`config.mk`:
```
export PLATFORM = sky130hd
export DESIGN_NAME = lcd_write_sequencer
export DESIGN_NICKNAME = d
export VERILOG_FILES = /design/src/rtl/lcd_pkg.sv /design/src/rtl/lcd_delay_timer.sv /design/src/rtl/lcd_write_sequencer.sv
export SDC_FILE = /design/constraint.sdc
export NUM_CORES = 1
export LEC_CHECK = 0
export ABC_AREA = 1
export BUFFER_PORTS_ARGS = -buffer_cell sky130_fd_sc_hd__buf_2
export CAP_MARGIN = 20
export CORE_AREA = 2 2 81 83
export CTS_CLUSTER_SIZE = 10
export DETAILED_ROUTE_END_ITERATION = 10
export DIE_AREA = 0 0 83 85
export PLACE_DENSITY = 0.66
export SYNTH_ARGS = -nofsm -noshare
export SYNTH_HDL_FRONTEND = slang
export SYNTH_SLANG_ARGS = --single-unit
```
`constraint.sdc`:
```
create_clock -name iCLK -period 2 [get_ports iCLK]
set_clock_uncertainty 0.15 [all_clocks]
set_input_delay 0.4 -clock iCLK [delete_from_list [all_inputs] [get_ports iCLK]]
set_output_delay 0.4 -clock iCLK [all_outputs]
set_load 0.01 [all_outputs]
```
`src/rtl/lcd_pkg.sv`:
```
// Shared HD44780 command constants, sequencer state encoding and the power-up init ROM.
package lcd_pkg;

    localparam logic [7:0] LCD_FUNC_8B2L = 8'h38;
    localparam logic [7:0] LCD_DISP_ON   = 8'h0C;
    localparam logic [7:0] LCD_CLEAR     = 8'h01;
    localparam logic [7:0] LCD_HOME      = 8'h02;
    localparam logic [7:0] LCD_ENTRY_INC = 8'h06;

    localparam logic [1:0] INIT_LAST_IDX = 2'd3;

    typedef enum logic [2:0] {
        S_PWRUP,
        S_INIT_LOAD,
        S_SETUP,
        S_EN_HI,
        S_HOLD,
        S_EXEC,
        S_IDLE
    } lcd_state_t;

    function automatic logic [7:0] init_rom(input logic [1:0] idx);
        logic [7:0] entry;
        case (idx)
            2'd0:    entry = LCD_FUNC_8B2L;
            2'd1:    entry = LCD_DISP_ON;
            2'd2:    entry = LCD_CLEAR;
            default: entry = LCD_ENTRY_INC;
        endcase
        return entry;
    endfunction

    // Clear and home need the long execution wait; everything else uses the short one.
    function automatic logic is_long_cmd(input logic rs, input logic [7:0] data);
        return !rs && ((data == LCD_CLEAR) || (data == LCD_HOME));
    endfunction

endpackage

```
`src/rtl/lcd_delay_timer.sv`:
```
// Phase timer: down-counter reloaded on a strobe; done while the count sits at 1.
module lcd_delay_timer #(
    parameter int unsigned TW        = 20,
    parameter int unsigned RESET_VAL = 1
) (
    input  logic          iCLK,
    input  logic          iRST_N,
    input  logic          iLOAD,
    input  logic [TW-1:0] iLOAD_VAL,
    output logic          oDONE
);

    logic [TW-1:0] count;

    always_ff @(posedge iCLK or negedge iRST_N) begin
        if (!iRST_N) begin
            count <= TW'(RESET_VAL);
        end else if (iLOAD) begin
            count <= iLOAD_VAL;
        end else if (count > TW'(1)) begin
            count <= count - TW'(1);
        end
    end

    assign oDONE = (count == TW'(1));

endmodule

```
`src/rtl/lcd_write_sequencer.sv`:
```
// HD44780 write sequencer: timed power-up init, then handshaked byte writes with
// setup / enable / hold / execution timing. All LCD-facing outputs are registered.
module lcd_write_sequencer
    import lcd_pkg::*;
#(
    parameter int unsigned T_PWRUP = 750000,
    parameter int unsigned T_SETUP = 2,
    parameter int unsigned T_EN    = 16,
    parameter int unsigned T_HOLD  = 2,
    parameter int unsigned T_CMD   = 2000,
    parameter int unsigned T_CLR   = 82000
) (
    input  logic       iCLK,
    input  logic       iRST_N,
    input  logic [7:0] iDATA,
    input  logic       iRS,
    input  logic       iVALID,
    output logic       oREADY,
    input  logic       iREINIT,
    output logic       oINIT_DONE,
    output logic [7:0] LCD_DATA,
    output logic       LCD_RS,
    output logic       LCD_RW,
    output logic       LCD_EN
);

    localparam int unsigned T_MAX = (T_PWRUP > T_CLR) ? T_PWRUP : T_CLR;
    localparam int unsigned TW    = $clog2(T_MAX + 1);

    lcd_state_t    state, state_d, target;
    logic [1:0]    idx, idx_d;
    logic [7:0]    data_d;
    logic          rs_d;
    logic          init_done_d;
    logic          t_load;
    logic [TW-1:0] t_load_val;
    logic          t_done;

    lcd_delay_timer #(
        .TW        (TW),
        .RESET_VAL (T_PWRUP)
    ) u_timer (
        .iCLK      (iCLK),
        .iRST_N    (iRST_N),
        .iLOAD     (t_load),
        .iLOAD_VAL (t_load_val),
        .oDONE     (t_done)
    );

    assign LCD_RW = 1'b0;

    always_comb begin
        target      = state;
        state_d     = state;
        idx_d       = idx;
        data_d      = LCD_DATA;
        rs_d        = LCD_RS;
        init_done_d = oINIT_DONE;
        t_load_val  = '0;

        case (state)
            S_PWRUP: begin
                if (t_done) begin
                    idx_d  = '0;
                    target = S_INIT_LOAD;
                end
            end
            S_IDLE: begin
                if (iREINIT) begin
                    idx_d       = '0;
                    init_done_d = 1'b0;
                    target      = S_INIT_LOAD;
                end else if (iVALID && oREADY) begin
                    data_d = iDATA;
                    rs_d   = iRS;
                    target = S_SETUP;
                end
            end
            S_SETUP: if (t_done) target = S_EN_HI;
            S_EN_HI: if (t_done) target = S_HOLD;
            S_HOLD:  if (t_done) target = S_EXEC;
            S_EXEC: begin
                if (t_done) begin
                    if (oINIT_DONE) begin
                        target = S_IDLE;
                    end else if (idx == INIT_LAST_IDX) begin
                        init_done_d = 1'b1;
                        target      = S_IDLE;
                    end else begin
                        idx_d  = idx + 2'd1;
                        target = S_INIT_LOAD;
                    end
                end
            end
            default: target = S_INIT_LOAD;
        endcase

        // INIT_LOAD is resolved on the same edge that selects it, so the ROM byte is
        // latched exactly like an accepted request and init adds no extra cycles.
        if (target == S_INIT_LOAD) begin
            data_d  = init_rom(idx_d);
            rs_d    = 1'b0;
            state_d = S_SETUP;
        end else begin
            state_d = target;
        end

        t_load = (state_d != state);
        case (state_d)
            S_PWRUP: t_load_val = TW'(T_PWRUP);
            S_SETUP: t_load_val = TW'(T_SETUP);
            S_EN_HI: t_load_val = TW'(T_EN);
            S_HOLD:  t_load_val = TW'(T_HOLD);
            S_EXEC:  t_load_val = is_long_cmd(LCD_RS, LCD_DATA) ? TW'(T_CLR) : TW'(T_CMD);
            default: t_load_val = '0;
        endcase
    end

    always_ff @(posedge iCLK or negedge iRST_N) begin
        if (!iRST_N) begin
            state      <= S_PWRUP;
            idx        <= '0;
            LCD_DATA   <= '0;
            LCD_RS     <= 1'b0;
            LCD_EN     <= 1'b0;
            oREADY     <= 1'b0;
            oINIT_DONE <= 1'b0;
        end else begin
            state      <= state_d;
            idx        <= idx_d;
            LCD_DATA   <= data_d;
            LCD_RS     <= rs_d;
            LCD_EN     <= (state_d == S_EN_HI);
            oREADY     <= (state_d == S_IDLE);
            oINIT_DONE <= init_done_d;
        end
    end

endmodule

```
# After elaboration in Yosys (flattened, before gate mapping)
# Cells that the tools add are included.
dict set report op_classes {
  addsub 2
  multipliers 0
  div_mod_pow 0
  order_cmp 1
  eq_ne 21
  n_shift 0
  mux 35
  bitwise_logic 0
  n_reduce_logical 14
}
# cell n
set ops {}
lappend ops {{$pmux 20 s4} 1}
lappend ops {{$mux 20} 2}
lappend ops {{$mux 8} 4}
lappend ops {{$mux 3} 10}
lappend ops {{$eq 20x1->1 const B} 1}
lappend ops {{$gt 20x1->1 const B} 1}
lappend ops {{$sub 20x1->20 const B} 1}
lappend ops {{$eq 3x3->1 const B} 6}
lappend ops {{$pmux 3 s6} 1}
lappend ops {{$pmux 6 s3} 1}
lappend ops {{$mux 17} 1}
lappend ops {{$eq 3x2->1 const B} 4}
lappend ops {{$mux 2} 5}
lappend ops {{$eq 8x1->1 const B} 1}
lappend ops {{$eq 8x2->1 const B} 1}
lappend ops {{$mux 1} 8}
lappend ops {{$reduce_bool 2->1} 4}
lappend ops {{$logic_not 3->1} 2}
lappend ops {{$pmux 2 s3} 1}
lappend ops {{$reduce_and 3->1} 2}
lappend ops {{$eq 2x2->1 const B} 2}
lappend ops {{$ne 2x2->1 const B} 2}
lappend ops {{$eq 3x1->1 const B} 1}
lappend ops {{$ne 3x3->1} 1}
lappend ops {{other kinds (9)} 10}
dict set report totals {
  ff_bits 37
  latch_bits 0
  ramBits 0
  rom_bits 0
  inputBits 13
  wordCells 81
  memories 0
}

# Logic depth before layout (Yosys ltp)
dict set report logic_depth {
  word_depth 11
  depth_mapped 18
}

# Cells and area by module
# A second synthesis with hierarchy kept.
dict set report unflattened {
  cells_unflattened 383
  hier_area_um2 2650.0
}
# module n_inst cells_per_inst area_each_um2
set modules_own_cells {}
lappend modules_own_cells {lcd_delay_timer 1 213 1445.1}
lappend modules_own_cells {lcd_write_sequencer 1 170 1204.9}

# Least setup slack after synthesis
# No wires, ideal clock.
dict set report synth_timing {
  path_type {register -> register}
  start {register u_timer.count[1]}
  end {register u_timer.count[1]}
  t_arrival_ps 1948
  required_time_ps 1733
  slack_ps -215
  stages_incl_launch_ff 17
  path_buffers 1
  synth_period_minus_slack_ps 2215
  cell_sequence {dfrtp_1 inv_1 ha_1 nand2_1 nor2_2 nand3_4 nand2_2 inv_2 nor2_2 nand2_2 nand2_4 nand2_4 a21oi_4 nand2_4 buf_6 o21ai_1 inv_1}
}
dict set report synth_between {
  elab_chain_cells 9
  word_cells_on_any_way 22
  cone_classes {add/sub (1); order compare (1); eq/ne (7); mux (10); reduce/logical (3)}
}
# element line_no
set synth_rtl {}
lappend synth_rtl {{start, declared} lcd_delay_timer.sv:13} ;# logic [TW-1:0] count;
lappend synth_rtl {{start signal, assigned} lcd_delay_timer.sv:17} ;# count <= TW'(RESET_VAL);
lappend synth_rtl {{start signal, assigned} lcd_delay_timer.sv:19} ;# count <= iLOAD_VAL;
lappend synth_rtl {{start signal, assigned} lcd_delay_timer.sv:21} ;# count <= count - TW'(1);
lappend synth_rtl {{$eq 20x1->1 *} lcd_delay_timer.sv:25} ;# assign oDONE = (count == TW'(1));
lappend synth_rtl {{$mux 3, on equally long branches} --}
lappend synth_rtl {{$pmux 3 s6 *} lcd_write_sequencer.sv:61} ;# case (state)
lappend synth_rtl {{$eq 3x1->1} lcd_write_sequencer.sv:100} ;# if (target == S_INIT_LOAD) begin
lappend synth_rtl {{$mux 3 *} lcd_write_sequencer.sv:100}
lappend synth_rtl {{net state_d[1]} lcd_write_sequencer.sv:30} ;# lcd_state_t state, state_d, target;
lappend synth_rtl {{$eq 3x3->1 / $eq 3x2->1 (equally long branches)} lcd_write_sequencer.sv:109} ;# case (state_d)
lappend synth_rtl {{$reduce_or 2->1 (no line)} --}
lappend synth_rtl {{$pmux 20 s4} lcd_write_sequencer.sv:109}
lappend synth_rtl {{$mux 20} lcd_delay_timer.sv:18} ;# end else if (iLOAD) begin
# The timed path passes the listed nets; every way through them passes the cells marked *. The select of a mux whose other input is x is not followed.
# A chain may end at the register's enable or synchronous reset.

# Final worst setup path
dict set report layout_timing {
  start {register u_timer.count[9]}
  end {register LCD_DATA[1]}
}
dict set report layout_between {
  elab_chain_cells 6
  word_cells_on_any_way 20
  cone_classes {eq/ne (5); mux (11); reduce/logical (4)}
}
# element line_no
set layout_rtl {}
lappend layout_rtl {{$eq 20x1->1 *} lcd_delay_timer.sv:25}
lappend layout_rtl {{$mux 3 (tied with other cells)} lcd_write_sequencer.sv:83} ;# if (t_done) begin
lappend layout_rtl {{$pmux 3 s6 / $pmux 2 s3 (equally long branches)} lcd_write_sequencer.sv:61}
lappend layout_rtl {{$eq 3x1->1 (tied with other cells)} lcd_write_sequencer.sv:100}
lappend layout_rtl {{$ne 2x1->1 (no line) (tied with other cells)} --}
lappend layout_rtl {{$reduce_and 3->1 (no line) / $mux 8 (equally long branches)} --}
lappend layout_rtl {{end signal, assigned} lcd_write_sequencer.sv:131} ;# LCD_DATA <= data_d;
lappend layout_rtl {{end, declared} lcd_write_sequencer.sv:21} ;# output logic [7:0] LCD_DATA,
# Every way passes the cells marked *; elsewhere a longest branch is shown, timed or not.

==> results.tsv <==
stage	metric	value	unit
run_status	status	finished, violations left	
run_status	violated checks	negative setup slack	
sta	setup_tns	-7.878	ns
clock_tree	TritonCTS Buffers	5	
global_routing	total grt overflow	0	
floorplan	die area	0.007055	mm2
sta	Final Critical Period	2.343	ns
clock_tree	Clock Sinks	37	
worst_setup_path	crit start category	flip-flop	
sta	setup ws final	-0.3431	ns
finish	fillcell total	530	
finish	final antenna diode count	0	
clock_tree	CTS tree	yes	
sta	final setup violation count	31	
synth	#FFs+latches synth	37	
synth	Cells after Synth	318	
worst_setup_path	CP arrival	2.44	ns
sta	maximum clock frequency	426.8	MHz
power_and_ir_drop	Sw Ratio	0.2257	
clock_tree	Worst-path clk slew	0.08	ns
placed_design	Routability Congestion	0.9012	
drt	DRT Pass-1 Iters	5	
worst_setup_path	Crit path largest cell delay	0.42	ns
synth	Syn Nets	333	
power_and_ir_drop	Leak	1.872	nW
drt	routed wire length	7.209	mm
finish	Final nets	458	
sta	actual slew at the worst max-slew pin	0.5249	ns
placed_design	Port Buffers	24	
power_and_ir_drop	Pwr Density	387.2	mW/mm2
floorplan	I/O pins	26	
finish	layout cells sized above 1	0.5158	
power_and_ir_drop	Flop pwr share	0.511	
clock_tree	worst skew pair latency	0.30	ns
global_routing	global-route wire length before repair	11.77	mm
sta	RSZ-0062 raised after global routing	yes	
clock_tree	CTS max path bufs	2	
power_and_ir_drop	clock share of power	0.466	
drt	antenna-violating nets left	0	
drt	vias per std cell	4.854	
drt	DR vias	2529	
worst_setup_path	CP required	2.10	ns
synth	synthesized-area fraction occupied by and/or/nand/nor cells	0.3452	
finish	Area growth syn-to-layout	56.57	%
synth	yosys warns	0	
worst_setup_path	critical path fanouts, max	4	
synth	post-synth cell types	34	
clock_tree	root buf cell	clkbuf_8	
power_and_ir_drop	worst vdd ir	0.2635	mV
floorplan	core region area	0.006205	mm2
power_and_ir_drop	P_int	0.001135	W
worst_setup_path	Critical-path top delay cell	dfrtp_1	
finish	fin util	0.6100	
global_routing	largest net degree at the start of global routing	22	
floorplan	Vert. Die Dim	85	um
global_routing	vias in the first global route	2489	
floorplan	FP Rows	29	
sta	Slew Limit Headroom	0.6501	
synth	largest family of logic cells by synthesized area	simple AND/OR/NAND/NOR gates	
power_and_ir_drop	Comb pwr share	0.023	
flow_run	max_cap viols	0	
floorplan	Die X	83	um
synth	Synth Area in Adders	0.01035	
drt	iteration-0 DRC count of the detailed router	149	
synth	synthesized area per cell	7.602	um2
worst_setup_path	cells along the critical path	nor2_4, nand2_4, nor2_8, buf_4, nand4_1, nand2_2, nor2_4, nand2_4, nand2_4, buf_4, nor2_4, buf_6, nand2_2, o21ai_2, o21ai_1, inv_1	
synth	complex-gate fraction of the synthesized area	0.09369	
sta	fin. max-slew vios	0	
placed_design	DPL Wire Length	5.207	mm
drt	routed length per instance	13.84	um
sta	Fin. Hold Viols	0	
clock_tree	H-Tree Depth	2	
worst_setup_path	Setup crit end kind	flip-flop	
synth	multiplexer share of the synthesized area	0	
power_and_ir_drop	P_sw	0.0003307	W
sta	period utilization	1.172	
worst_setup_path	critical path class	reg2reg	
floorplan	initial core utilization	0.3896	
drt	DRC errors left	0	
synth	sequential area share after synthesis	0.3882	
global_routing	gr usage total	0.2089	
synth	Synth Area in XOR/XNOR	0.06159	
global_routing	initial antenna violation count	0	
hold_path	Hold Crit Class	in2reg	
synth	Cell Area, Synth	0.002417	mm2
sta	Hold Slack	0.1677	ns
power_and_ir_drop	Final Power	0.001466	W
-- cell usage in the layout, fill, tap and decap left out, types with 8 or more instances in the layout --
| cell type | Yosys | layout |
|---|---|---|
| dfrtp_1 | 27 | 26 |
| buf_4 | 1 | 87 |
| nor2_1 | 37 | 31 |
| buf_2 | 0 | 24 |
| o21ai_0 | 20 | 10 |
| nand2_4 | 4 | 9 |
| xor2_1 | 11 | 11 |
| nor2_4 | 3 | 9 |
| dfstp_2 | 10 | 10 |
| inv_2 | 10 | 11 |
| nand2_2 | 5 | 15 |
| nand3_1 | 25 | 15 |
| nand2_1 | 53 | 38 |
| inv_1 | 49 | 43 |
| nor2_2 | 8 | 8 |
-- metal layers --
layer | global-route usage | vias to the layer above | part of all wire
li1 | - | 1264 | -
met1 | 0.2558 | 1190 | 0.42
met2 | 0.3776 | 62 | 0.52
met3 | 0.03405 | 13 | 0.043
met4 | 0.06408 | 0 | 0.019
met5 | 0 | - | 0
-- through the flow --
stage / worst slack (ns) / cell area (um2) / instances
floorplan: -0.2070 / 2427 / 318
global placement: -0.2641 / 3261 / 500
detailed placement: -0.3029 / 3261 / 500
CTS: -0.2738 / 3601 / 515
global route: -0.4689 / 3785 / 521
finish: -0.3431 / 3785 / 521
-- synth_stat cells, drive strengths merged --
library cell  count  share of area
nand2            62           0.11
inv              59          0.092
nor2             49           0.10
dfrtp            27           0.28
nand3            27          0.066
o21ai            23          0.049
xor2             11          0.040
a21oi            10          0.025
dfstp            10           0.11
nand4             7          0.018
nor3              7          0.019
xnor2             6          0.022
a22oi             4          0.014
nor4              4          0.010
nand3b            3         0.0093
buf               2         0.0078
ha                2          0.010
or2               2         0.0052
a2111o            1         0.0047
conb              1         0.0016
or4               1         0.0031
-- path summary, 6_finish.rpt --
check | slack (ns) | to | cells after the start | start
min | 0.17 | LCD_DATA[2]$_DFFE_PN0P_ | 3 | iDATA[2]
min reg2reg | 0.38 | LCD_DATA[3]$_DFFE_PN0P_ | 2 | LCD_DATA[3]$_DFFE_PN0P_
max in group asynchronous | 0.63 | u_timer.count[14]$_DFFE_PN1P_ | 3 | iRST_N
max | -0.34 | LCD_DATA[1]$_DFFE_PN0P_ | 16 | u_timer.count[9]$_DFFE_PN0P_
min in group asynchronous | 0.45 | u_timer.count[0]$_DFFE_PN0P_ | 2 | iRST_N
max reg2reg | -0.34 | LCD_DATA[1]$_DFFE_PN0P_ | 16 | u_timer.count[9]$_DFFE_PN0P_
-- critical path, delay by kind of cell, from the launching register on --
kind | cells | cell delay (ns)
simple gates | 10 | 1.02
buf+inv | 4 | 0.43
flops | 1 | 0.42
compound gates | 2 | 0.24
-- kinds of logic after synthesis --
kind of cell,count (synthesis)
and+or+nand+nor,162
buffers and inverters,61
AOI/OAI and AO/OA,38
DFF,37
xor gates and xnor gates,17
adders and majority gates,2
other,1
-- sequential cells by signal, summed over array words and instances (netlist names) --
name / count
LCD_DATA: 8
oINIT_DONE: 1
idx: 2
state: 3
LCD_EN: 1
oREADY: 1
u_timer.count: 20
LCD_RS: 1
-- final cells by class --
type	instances	area (um2)	area share
Multi-Input combinational cell	220	1518	0.4010
Sequential cell	37	939.7	0.2483
Timing Repair Buffer	120	882.1	0.2331
Inverter	59	234.0	0.06182
Tap cell	77	96.34	0.02545
Clock buffer	5	68.82	0.01818
Clock inverter	3	46.29	0.01223
-- power by group through the flow --
stage | Clock, W | Combinational (W) | Sequential (W)
floorplan | 0 | 0.00000274 | 0.000763
global placement | 0 | 0.0000312 | 0.000762
detailed placement | 0 | 0.0000321 | 0.000762
CTS | 0.000692 | 0.0000338 | 0.000748
global route | 0.000723 | 0.0000394 | 0.000749
finish | 0.000683 | 0.0000344 | 0.000748
-- repair_timing --
action	in CTS	in global routing
resized for setup	51	39
setup endpoints to repair	29	33
endpoints found under the hold margin	15	0
hold buffers	1	0
pin swaps	16	24
setup buffers	6	6
No activity file was read; power rests on OpenSTA's default activity.
